## src/rtl/snn_pkg.sv

```systemverilog
// Shared definitions for the spike encoder slice: LFSR polynomial, encoder
// state encoding and the per-pixel seed derivation.
package snn_pkg;

  localparam logic [7:0] LFSR_TAPS = 8'hB8;

  typedef enum logic [1:0] {
    IDLE = 2'd0,
    EMIT = 2'd1,
    DONE = 2'd2
  } enc_state_e;

  // Pixel idx uses base+idx (mod 256); zero would lock the LFSR, so it maps to 1.
  function automatic logic [7:0] pixel_seed(input logic [7:0] base, input int unsigned idx);
    logic [7:0] s;
    s = base + idx[7:0];
    return (s == 8'h00) ? 8'h01 : s;
  endfunction

endpackage

```

## src/rtl/spike_lfsr8.sv

```systemverilog
// 8-bit right-shifting Galois LFSR (maximal length); reload has priority over advance.
module spike_lfsr8
  import snn_pkg::*;
(
  input  logic       clk,
  input  logic       rst_n,
  input  logic       load,
  input  logic [7:0] seed,
  input  logic       advance,
  output logic [7:0] state
);

  logic [7:0] state_q;
  logic [7:0] state_d;

  always_comb begin
    // NOTE: default first so every path assigns state_d; otherwise a latch is inferred.
    state_d = state_q;
    if (load) begin
      state_d = seed;
    end else if (advance) begin
      state_d = state_q[0] ? ((state_q >> 1) ^ LFSR_TAPS) : (state_q >> 1);
    end
  end

  // NOTE: sequential state uses non-blocking assignments so all flops update together.
  always_ff @(posedge clk) begin
    if (!rst_n) begin
      state_q <= seed;
    end else begin
      state_q <= state_d;
    end
  end

  assign state = state_q;

endmodule

```

## src/rtl/spike_rate_encoder.sv

```systemverilog
// Rate-codes an S-pixel patch into T_STEPS binary spike vectors, one per
// valid/ready transfer; pixel i drives pixels_out[(S-1)-i].
module spike_rate_encoder
  import snn_pkg::*;
#(
  parameter int unsigned S       = 25,
  parameter int unsigned WIDTH   = 8,
  parameter int unsigned T_STEPS = 16,
  parameter logic [7:0]  SEED    = 8'h01
) (
  input  logic               clk,
  input  logic               rst_n,
  input  logic               start,
  input  logic [S*WIDTH-1:0] pixel_in,
  output logic [S-1:0]       pixels_out,
  output logic               spike_valid,
  input  logic               spike_ready,
  output logic [7:0]         timestep,
  output logic               busy,
  output logic               done
);

  localparam logic [7:0] LAST_TS = 8'(T_STEPS - 1);

  enc_state_e       state_q;
  logic [WIDTH-1:0] intensity_q [S];
  logic [7:0]       timestep_q;
  logic             valid_q;
  logic             busy_q;
  logic             done_q;

  logic             load;
  logic             advance;
  logic [7:0]       rnd [S];
  logic [S-1:0]     spike_raw;

  assign load    = (state_q == IDLE) && start;
  assign advance = valid_q && spike_ready;

  always_ff @(posedge clk) begin
    if (!rst_n) begin
      state_q    <= IDLE;
      timestep_q <= '0;
      valid_q    <= 1'b0;
      busy_q     <= 1'b0;
      done_q     <= 1'b0;
      // NOTE: the intensity array is reset explicitly so nothing stale can fire after reset.
      for (int i = 0; i < S; i++) begin
        intensity_q[i] <= '0;
      end
    end else begin
      done_q <= 1'b0;
      case (state_q)
        IDLE: begin
          if (start) begin
            state_q    <= EMIT;
            valid_q    <= 1'b1;
            busy_q     <= 1'b1;
            timestep_q <= '0;
            for (int i = 0; i < S; i++) begin
              intensity_q[i] <= pixel_in[S*WIDTH-1-WIDTH*i -: WIDTH];
            end
          end
        end
        EMIT: begin
          if (spike_ready) begin
            // Clear rather than increment on the last step so T_STEPS=256 cannot wrap.
            if (timestep_q == LAST_TS) begin
              state_q    <= DONE;
              valid_q    <= 1'b0;
              done_q     <= 1'b1;
              timestep_q <= '0;
            end else begin
              timestep_q <= timestep_q + 8'd1;
            end
          end
        end
        DONE: begin
          state_q <= IDLE;
          busy_q  <= 1'b0;
        end
        default: begin
          state_q <= IDLE;
          valid_q <= 1'b0;
          busy_q  <= 1'b0;
        end
      endcase
    end
  end

  for (genvar g = 0; g < S; g++) begin : g_pixel
    spike_lfsr8 u_lfsr (
      .clk     (clk),
      .rst_n   (rst_n),
      .load    (load),
      .seed    (pixel_seed(SEED, g)),
      .advance (advance),
      .state   (rnd[g])
    );

    assign spike_raw[S-1-g] = (intensity_q[g] >= rnd[g]);
  end

  // Comparator inputs only move on a transfer or load, so the vector is stable under stall.
  assign pixels_out  = valid_q ? spike_raw : '0;
  assign spike_valid = valid_q;
  assign timestep    = timestep_q;
  assign busy        = busy_q;
  assign done        = done_q;

endmodule
```

## config.mk

```make
export PLATFORM = sky130hd
export DESIGN_NAME = spike_rate_encoder
export DESIGN_NICKNAME = d
export VERILOG_FILES = /design/src/rtl/snn_pkg.sv /design/src/rtl/spike_lfsr8.sv /design/src/rtl/spike_rate_encoder.sv
export SDC_FILE = /design/constraint.sdc
export NUM_CORES = 1
export LEC_CHECK = 0
export ABC_AREA = 1
export CELL_PAD_IN_SITES_DETAIL_PLACEMENT = 0
export CELL_PAD_IN_SITES_GLOBAL_PLACEMENT = 1
export CORE_AREA = 2 2 225 227
export CTS_CLUSTER_SIZE = 40
export DETAILED_ROUTE_END_ITERATION = 16
export DIE_AREA = 0 0 227 229
export PLACE_DENSITY = 0.81
export SLEW_MARGIN = 30
export SYNTH_ARGS = -nofsm -noshare
export SYNTH_HDL_FRONTEND = slang
export SYNTH_SLANG_ARGS = --single-unit
```

## constraint.sdc

```tcl
create_clock -name clk -period 4.8 [get_ports clk]
set_clock_uncertainty 0.15 [all_clocks]
set_input_delay 0.48 -clock clk [delete_from_list [all_inputs] [get_ports clk]]
set_output_delay 0.48 -clock clk [all_outputs]
set_load 0.03 [all_outputs]
```

# == Word level (Yosys, flattened, before mapping) ==
# Memories as Yosys holds them, arrays and structs flattened.
# Index checks and enable logic that the tools add are counted.
# totals
ramBits,200
n_memories,1
reg_bits,213
in_bits,204
# memory_table
name,depth,word_bits,read_ports,rd_clocked_by_memory_dff,wr,line_no,rtl
intensity_q,25,8,25,0,25,spike_rate_encoder.sv:26,logic [WIDTH-1:0] intensity_q [S];
# classes
n_eq_ne,6
mux,70
bitwise,53
add_sub_neg,1
n_reduce_logical,10
n_lt_le_gt_ge,25
# op_table
operator,n
$mux 8,53
$ge 8x8->1,25
$not 3->4,25
$mux 25,1
$or 1x1->1,25
$pmux 8 s2,1
$mux 1,9
$reduce_and 3->1,3
$add 8x1->8 const B,1
$eq 8x4->1 const B,1
$mux 2,3
$ne 2x2->1 const B,3
$pmux 2 s2,1
$reduce_and 4->1,1
$not 1->1,3
$pmux 1 s3,1
$eq 2x1->1 const B,1
$eq 2x2->1 const B,1
$logic_and 1x1->1,2
$logic_not 2->1,1
$pmux 1 s2,1
$reduce_and 2->1,1
$reduce_bool 2->1,1
$reduce_or 2->1,1

# == Depth between registers and ports, before layout ==
# depth
ltp_word,5
depth_mapped,10
depth_no_buf,10

# == Cells and area by module ==
# From an unflattened synthesis, not the netlist that was laid out.
# unflattened
hier_cells,2717
area_unflattened_um2,23596.4
# by_module_without_submodules
module,instances,seq_area_each_um2,cells_each,area_each_um2
spike_rate_encoder,1,6266.0,1592,13649.3
spike_lfsr8,25,240.2,45,397.9

# == Least setup slack after synthesis ==
# Ideal clock, no wire load.
# synth_timing
path_kind,input-to-reg
start,input rst_n
end,memory intensity_q[0][0] (enable)
required_ns,4.175
path_buffers,3
t_arrival_ns,3.335
path_slack_ns,0.841
cell_stages,4
path_cell_list,buf_2 -> nand2_2 -> buf_4 -> buf_2
# synth_rtl
element,line_no,rtl
from (decl),spike_rate_encoder.sv:12,"input logic rst_n,"
to (decl),spike_rate_encoder.sv:26,

# == Worst setup path after layout ==
# layout_timing
start,register valid_q (netlist: spike_valid)
end,output pixels_out[2]
# layout_via
elab_chain_cells,1
# layout_rtl
element,line_no,rtl
from (decl),spike_rate_encoder.sv:28,logic valid_q;
from (signal assigned),spike_rate_encoder.sv:44,valid_q <= 1'b0;
from (signal assigned),spike_rate_encoder.sv:57,valid_q <= 1'b1;
from (signal assigned),spike_rate_encoder.sv:70,valid_q <= 1'b0;
$mux 25,spike_rate_encoder.sv:105,assign pixels_out = valid_q ? spike_raw : '0;
to (decl),spike_rate_encoder.sv:15,"output logic [S-1:0] pixels_out,"
# No other way between the ends.

==> impl_metrics.tcl <==
set metrics [dict create \
    status "completed" \
    grt_pass1_vias 15700 \
    yosys_warnings 0 \
    setup_viol 0 \
    clk_path_buf_depth 3 \
    crit_arrival_ns 3.37 \
    synth.most_common_cell "nand2_1" \
    synth_seq_area_share_pct 48.7 \
    cp_max_fo 14 \
    slew_viol_final 0 \
    synth_mux_area_share_pct 0 \
    rows 82 \
    yosysTopAreaCell "edfxtp_1" \
    fin_crit_sh_pct 83.4 \
    startpoint_type "flop" \
    syn_inst 2447 \
    h-tree-depth 2 \
    drive_above_1_share_pct 5.09 \
    dieArea_um2 52000 \
    cts_hold_buf 0 \
    drt_iter0_drc 869 \
    synth_ff_type "dfxtp_1" \
    synth_edf_count 200 \
    p_leak_nw 11.9 \
    gr-total-overflow 0 \
    setup_slack_ns 0.797 \
    finalSetupTns_ns 0 \
    grt.total_usage_pct 17.4 \
    hp-start "g_pixel[12].u_lfsr.state[1]" \
    place.gp.congestion 0.797 \
    power-per-cell-area_nw_per_um2 345 \
    dpl_worst_slack_ns 1.33 \
    max_freq_ghz 0.250 \
    cts_tree "done" \
    yosys.area_share.simple_pct 14.5 \
    cts_resized 0 \
    wirelength_um 45000 \
    slew_headroom_pct 39.5 \
    netlist_area_um2 21100 \
    rsz0062_at_grt "false" \
    drc 0 \
    path_clk_slew_ns 0.05 \
    period_minus_slack_ns 4.00 \
    synthXorXnorAreaFrac_pct 0.125 \
    synth.top_cell.area_share_pct 28.5 \
    synthAdderAreaFrac_pct 11.9 \
    worstReg2RegEnd "intensity_q[0][41]" \
    post-route-util_pct 51.3 \
    place_area_um2 24000 \
    hold_viol 0 \
    io_pins 240 \
    io_buffers 239 \
    syn_nets 2852 \
    dp.final_hpwl_um 30200 \
    via_per_inst 4.72 \
    reg2reg_depth 5 \
    synth_top_family_by_area "simple AND/OR/NAND/NOR gates" \
    worst_slew_pin_slew_ns 0.907 \
    min-delay-path-class "reg2reg" \
    layout.nets 3062 \
    synthArstFlopShare_pct 0 \
    grt_pass1_wl_um 74000 \
    clkLatencyLatePin_ns 0.57 \
    r2r_start "state_q[0]" \
    worstHoldEndpoint "g_pixel[12].u_lfsr.state[1]" \
    path_class "reg2out" \
    start_util_pct 42.5 \
    ys_top_cells_by_count "nand2_1 (548), inv_1 (535), a21oi_1 (243)" \
    area_growth_syn_to_layout_pct 20.7 \
    core-area_um2 49700 \
    synth-compound-area-share_pct 12.8 \
    dieWidth_um 227 \
    r2r_setup_slack_ns 2.08 \
    nFillCells 4610 \
    synth_seq_cells 413 \
    drv_cap 0 \
    synthDistinctLibCells 28 \
    wl_per_cell_um 13.4 \
    avgSynthCellArea_um2 8.62 \
    cts_setup_buffers 0 \
    route.vias.total 15900 \
    cts_made_buffers 48 \
    cp-end-kind "output pin" \
    hold_path_depth 2 \
    worst_ir_drop_vdd_uv 204 \
    final_area_um2 25500 \
    ant_nets 0 \
    grt_antenna_before_repair 5 \
    grt_max_degree 187 \
    die-height_um 229 \
    finalPower_w 0.00879 \
    clock-root-buffer "clkbuf_16" \
    worstPathRequired_ns 4.17 \
    synth_area_leaders "edfxtp_1 (28%), dfxtp_1 (20%), ha_1 (12%)" \
    drtPass1Iterations 9 \
    cts_sinks 413 \
]
## state kept, by name, indices dropped and copies added (netlist names)
name                  count
busy                      1
spike_valid               1
timestep                  8
intensity_q             200
done                      1
g_pixel.u_lfsr.state    200
state_q                   2
## power by group
group	switching [W]	internal, W	leakage [nW]	total [W]
logic	0.000765	0.000535	7.29	0.00130
clock network	0.00139	0.00203	0.718	0.00342
registers	0.000114	0.00395	3.88	0.00406
## metrics by stage
step	std cells	hold slack (ns)
2_1_floorplan	2447	0.289
3_3_place_gp	3278	0.298
3_5_place_dp	3278	0.302
4_1_cts	3364	0.311
5_1_grt	3367	0.334
6_report	3368	0.309
## cell type report
type | instances | area [µm²] | share of cell area, %
clock inverters | 12 | 77.6 | 0.305
flip-flops and latches | 413 | 10300 | 40.3
well taps | 672 | 841 | 3.30
diodes | 3 | 7.51 | 0.0295
multi-input cells | 1403 | 8330 | 32.7
inverters | 542 | 2040 | 8.02
clock buffers | 74 | 1390 | 5.46
repair buffers | 249 | 2510 | 9.84
## worst max-delay path: stages, from the launching register on
cell and delay [ns]:
dfxtp_1 0.53, clkinv_1 0.75, buf_4 0.50, a21oi_1 0.27
clkdlybuf4s50_1 0.73
## logic make-up (layout without fill, tap and decap cells)
kind of cell	Yosys count	count (layout)
AO/OA/AOI/OAI	405	405
XOR/XNOR	3	3
adder cells (fa/ha/maj)	201	201
buffers and inverters	631	877
flip-flops	413	413
other	0	3
AND/OR/NAND/NOR	794	794
## cells in the final DEF (no fill, tap or decap), types with 7 or more instances in the layout
master / Yosys / final
nor2_1: 203 / 203
dfxtp_1: 213 / 213
o211ai_1: 57 / 57
buf_4: 12 / 7
o21ai_1: 7 / 7
nand3_1: 7 / 7
nand2_1: 548 / 548
ha_1: 201 / 201
a221oi_2: 53 / 53
inv_1: 535 / 534
clkinv_1: 0 / 7
clkbuf_16: 0 / 50
clkbuf_1: 10 / 19
nor3_1: 26 / 26
clkdlybuf4s50_1: 0 / 238
a21oi_1: 243 / 243
edfxtp_1: 200 / 200
o21ai_0: 43 / 43
## how the worst max path moves through the flow
stage | cells past startpoint | startpoint | end
floorplan | 4 | rst_n | intensity_q[0][0]
global placement | 4 | spike_valid | pixels_out[2]
detailed placement | 4 | spike_valid | pixels_out[2]
CTS | 4 | spike_valid | pixels_out[2]
global route | 4 | spike_valid | pixels_out[5]
finish | 4 | spike_valid | pixels_out[2]
## routing by layer
metal	wire (µm)	up-vias	GRT usage, %
li1	-	8235	-
met1	21100	7285	23.0
met2	20800	290	28.8
met3	1960	71	2.96
met4	1100	4	5.76
met5	23	-	0
(Power assumes the default switching activity.)
